File: src/rtl/mem_arbiter.sv
// Single-port RAM arbiter: serialises core data loads/stores and instruction
// fetches onto one RAM port with a fixed-latency wait-state counter.
//
// state  | meaning
// IDLE   | sample requests (store > load > fetch)
// BUSY_D | data access in flight, enable held for RAM_LAT cycles
// BUSY_I | fetch access in flight, ren held for RAM_LAT cycles
// DONE   | one-cycle ready pulse, requests ignored
module mem_arbiter #(
    parameter int ADDR_W  = 32,
    parameter int DATA_W  = 32,
    parameter int RAM_LAT = 2
) (
    input  logic              clk,
    input  logic              rst,
    input  logic              i_req,
    input  logic [ADDR_W-1:0] i_addr,
    output logic [DATA_W-1:0] instruction_out,
    output logic              i_ready,
    input  logic              memRead,
    input  logic              memWrite,
    input  logic [ADDR_W-1:0] d_addr,
    input  logic [DATA_W-1:0] ramstore,
    output logic [DATA_W-1:0] ramload,
    output logic              d_ready,
    output logic [ADDR_W-1:0] ram_addr,
    output logic [DATA_W-1:0] ram_wdata,
    output logic              ram_ren,
    output logic              ram_wen,
    input  logic [DATA_W-1:0] ram_rdata
);

    localparam int CNT_W = $clog2(RAM_LAT + 1);
    localparam logic [CNT_W-1:0] CNT_LAST = CNT_W'(RAM_LAT - 1);

    typedef enum logic [1:0] {IDLE, BUSY_D, BUSY_I, DONE} state_e;

    state_e            state_q, state_d;
    logic [CNT_W-1:0]  cnt_q, cnt_d;
    logic [ADDR_W-1:0] addr_q, addr_d;
    logic [DATA_W-1:0] wdata_q, wdata_d;
    logic              is_wr_q, is_wr_d;
    logic              is_fetch_q, is_fetch_d;
    logic [DATA_W-1:0] instr_q, instr_d;
    logic [DATA_W-1:0] load_q, load_d;

    always_ff @(posedge clk or posedge rst) begin
        if (rst) begin
            state_q    <= IDLE;
            cnt_q      <= '0;
            addr_q     <= '0;
            wdata_q    <= '0;
            is_wr_q    <= 1'b0;
            is_fetch_q <= 1'b0;
            instr_q    <= '0;
            load_q     <= '0;
        end else begin
            state_q    <= state_d;
            cnt_q      <= cnt_d;
            addr_q     <= addr_d;
            wdata_q    <= wdata_d;
            is_wr_q    <= is_wr_d;
            is_fetch_q <= is_fetch_d;
            instr_q    <= instr_d;
            load_q     <= load_d;
        end
    end

    always_comb begin
        state_d    = state_q;
        cnt_d      = cnt_q;
        addr_d     = addr_q;
        wdata_d    = wdata_q;
        is_wr_d    = is_wr_q;
        is_fetch_d = is_fetch_q;
        instr_d    = instr_q;
        load_d     = load_q;
        ram_addr   = '0;
        ram_wdata  = '0;
        ram_ren    = 1'b0;
        ram_wen    = 1'b0;
        i_ready    = 1'b0;
        d_ready    = 1'b0;

        case (state_q)
            IDLE: begin
                cnt_d = '0;
                // A simultaneous read+write is treated as a store.
                if (memWrite || memRead) begin
                    state_d    = BUSY_D;
                    addr_d     = d_addr;
                    wdata_d    = ramstore;
                    is_wr_d    = memWrite;
                    is_fetch_d = 1'b0;
                end else if (i_req) begin
                    state_d    = BUSY_I;
                    addr_d     = i_addr;
                    is_wr_d    = 1'b0;
                    is_fetch_d = 1'b1;
                end
            end
            BUSY_D, BUSY_I: begin
                ram_addr  = addr_q;
                ram_wdata = wdata_q;
                ram_ren   = !is_wr_q;
                ram_wen   = is_wr_q;
                if (cnt_q == CNT_LAST) begin
                    cnt_d   = '0;
                    state_d = DONE;
                    if (!is_wr_q) begin
                        if (state_q == BUSY_I) instr_d = ram_rdata;
                        else                   load_d  = ram_rdata;
                    end
                end else begin
                    cnt_d = cnt_q + CNT_W'(1);
                end
            end
            DONE: begin
                i_ready = is_fetch_q;
                d_ready = !is_fetch_q;
                state_d = IDLE;
            end
            default: state_d = IDLE;
        endcase
    end

    assign instruction_out = instr_q;
    assign ramload         = load_q;

endmodule

File: config.mk
export PLATFORM = sky130hd
export DESIGN_NAME = mem_arbiter
export DESIGN_NICKNAME = d
export VERILOG_FILES = /design/src/rtl/mem_arbiter.sv
export SDC_FILE = /design/constraint.sdc
export NUM_CORES = 1
export LEC_CHECK = 0
export CAP_MARGIN = 20
export CORE_AREA = 2 2 133 135
export DETAILED_ROUTE_END_ITERATION = 8
export DIE_AREA = 0 0 135 137
export GPL_TIMING_DRIVEN = 1
export PLACE_DENSITY = 0.73
export REMOVE_ABC_BUFFERS = 1
export SYNTH_ARGS = -nofsm -noshare
export SYNTH_HDL_FRONTEND = slang
export SYNTH_SLANG_ARGS = --single-unit
File: constraint.sdc
create_clock -name clk -period 7.1 [get_ports clk]
set_input_delay 1.42 -clock clk [delete_from_list [all_inputs] [get_ports clk]]
set_output_delay 1.42 -clock clk [all_outputs]
set_load 0.03 [all_outputs]
==> flow_summary.yaml <==
power:
  ir_drop_mv: 0.290
  p_per_area_nw_per_um2: 542
  leakage_nw: 3.86
placed_design:
  portBuffers: 264
  hpwl_um: 10500
  dp_slack_ps: 3180
  dp.cells: 918
  place_congestion: 0.724
  placed_area_um2: 8690
grt:
  antenna_found_initial: 1
  grt_pass1_wl_um: 23800
  track_usage_pct: 16.5
  grt_max_degree: 86
  grt_pass1_vias: 4781
  grt_overflow: 0
final_layout:
  drive_above_1_share_pct: 19.5
  design_area_um2: 9360
  post-route-util_pct: 54.8
  area_growth_pct: 59.5
  layout_commonest_cell: "clkdlybuf4s50_1"
  final_cell_mix: "264 x clkdlybuf4s50_1, 134 x dfrtp_1, 94 x mux2_2, 66 x and2_1, 35 x nand2_1"
  final_cells: 954
  fin_nets: 852
outcome:
  outcome: "completed"
detailed_routing:
  post_drt_wl_per_cell_um: 15.5
  drcViolationCount: 0
  vias: 4374
  firstDrtPassIters: 5
  ant_nets: 0
  vias_per_cell: 4.58
  wl_um: 14800
  drt_iter0_drc: 157
setup_path:
  start_kind: "flop"
  worstPathArrival_ps: 2850
  critPathTopFamily: "adder cells"
  cp_cell_sequence: "inv_1, ha_2, and2_1, clkdlybuf4s50_1"
  cp-end-kind: "output pin"
  slowest_stage: "ha_2"
  crit_start: "state_q[1]$_DFFE_PP0P_"
  required_ps: 5680
  max_stage_delay_ps: 980
  cp_num_buf_inv: 2
  rrSetupSlack_ps: 4260
  worstPathMaxFanout: 72
  worstReg2RegStart: "state_q[1]$_DFFE_PP0P_"
  critPathKind: "reg -> out"
sta:
  fin_crit_ps: 4270
  clock.fmax_mhz: 234
  tightest_slew_ps: 999
  slew_headroom_pct: 33.4
  setup-tns-final_ps: 0
  finalHoldViolCount: 0
  fin_crit_sh_pct: 60.2
  skew_ps: 7.65
  fin_ws_ps: 2830
  finalMaxSlewViolations: 0
  setup_viol: 0
  rsz0062_at_grt: "no"
synth:
  synth_cell_types: 28
  synth-seq-area-share_pct: 57.2
  muxShareOfSynthArea_pct: 23.9
  synthSimpleGateAreaFrac_pct: 11.1
  netlist_top_cells_area: "dfrtp_1 57%, mux2_2 18%, and2_1 7.0%"
  synthAdderAreaFrac_pct: 0.853
  synth_top_family_by_area: "multiplexers"
  synth_area_um2: 5870
  synth-warning-count: 0
  synth-xor-area-share_pct: 0
  postSynthCellCount: 452
  synth_top_area_share_pct: 57.2
  synth_compound_area_share_pct: 3.88
  yosysTopAreaCell: "dfrtp_1"
  ys_ff_latch: 134
  avgSynthCellArea_um2: 13.0
clock_tree:
  path_clk_slew_ps: 50
  insertion_delay_ps: 410
  post_cts_buffers: 0
  clock_path_buffers: 2
  cts_tree: "built"
  cts-resized-gates: 0
  root_buffer: "clkbuf_16"
  cts_hold_buf: 0
  clkSinkCount: 134
  numCtsBuffers: 17
  htreeDepth: 4
run:
  cap_violations: 0
worst_hold_path:
  holdCritPathClass: "reg -> reg"
  min_from: "addr_q[11]$_DFFE_PP0P_"
floorplanning:
  ioPinCount: 265
  die_w_um: 135
  initial_core_util_pct: 34.4
  dieArea_um2: 18500
  rows: 48
  die_y_um: 137
  coreArea_um2: 17100
registers in the layout, summed over array words and instances (netlist names):
signal and flops:
is_fetch_q 1, state_q 2, cnt_q 2, instruction_out 32
addr_q 32, wdata_q 32, ramload 32, is_wr_q 1
Yosys cell counts:
library cell and n:
and2b_1 1, mux2_2 94, clkbuf_1 10, buf_4 4, o21ai_2 1, nor2_1 3
nor3b_4 2, mux2_1 2, o22a_1 1, ha_1 4, buf_6 6, nand2_1 35
o21a_1 1, a21oi_1 2, and2_1 66, o31ai_1 1, nand3b_1 1, nor3b_1 1
mux2i_1 32, inv_1 4, dfrtp_1 134, or2_2 1, buf_2 7, a22o_1 1
nor2b_1 3, nand2b_2 1, o21ai_0 33, o221a_2 1
power by group:
| part | total (mW) | internal [mW] | switching, mW |
|---|---|---|---|
| Sequential | 1.35 | 1.15 | 0.195 |
| Clock | 0.863 | 0.531 | 0.332 |
| Combinational | 2.86 | 1.30 | 1.56 |
| Total | 5.07 | 2.98 | 2.09 |
worst paths after layout:
| check | to | depth (start not counted) |
|---|---|---|
| max in group asynchronous | wdata_q[22]$_DFFE_PP0P_ | 4 |
| min | addr_q[11]$_DFFE_PP0P_ | 2 |
| min reg2reg | addr_q[11]$_DFFE_PP0P_ | 2 |
| max reg2reg | ramload[25]$_DFFE_PP0P_ | 6 |
| max | ram_addr[6] | 4 |
| min in group asynchronous | instruction_out[4]$_DFFE_PP0P_ | 2 |
per-layer routing:
layer | GRT usage [%] | part of all wire, % | vias up | wire, µm
met5 | 0 | 0 | - | 0
met4 | 5.96 | 1.5 | 0 | 222
met3 | 5.30 | 7.7 | 18 | 1140
met2 | 29.1 | 51 | 176 | 7510
met1 | 18.8 | 40 | 2111 | 5880
li1 | - | - | 2069 | -
worst min-delay path: cells and delay by family (launching register included):
kind / cells / cell delay (ps)
AO/OA/AOI/OAI: 1 / 60
flip-flops: 1 / 330
AND/OR/NAND/NOR: 1 / 40
final cells by class:
type	count	area, µm²
Clock buffer	19	443
Timing Repair Buffer	271	2750
Antenna cell	1	2.50
Multi-Input combinational cell	287	2360
Sequential cell	134	3350
Inverter	4	20.0
Clock inverter	13	148
Fill cell	1446	7700
Tap cell	225	282
through the flow:
stage          hold WS (ps)  total power, mW
2_1_floorplan           442             3.03
3_3_place_gp            460             4.17
3_5_place_dp            467             4.23
4_1_cts                 479             5.13
5_1_grt                 498             5.38
6_report                470             5.07
cell families after synthesis:
| group | after synthesis |
|---|---|
| and+or+nand+nor | 114 |
| buffers and inverters | 31 |
| adders and majority gates | 4 |
| AOI/OAI and AO/OA | 41 |
| DFF | 134 |
| muxes | 128 |
(Power assumes the default switching activity.)
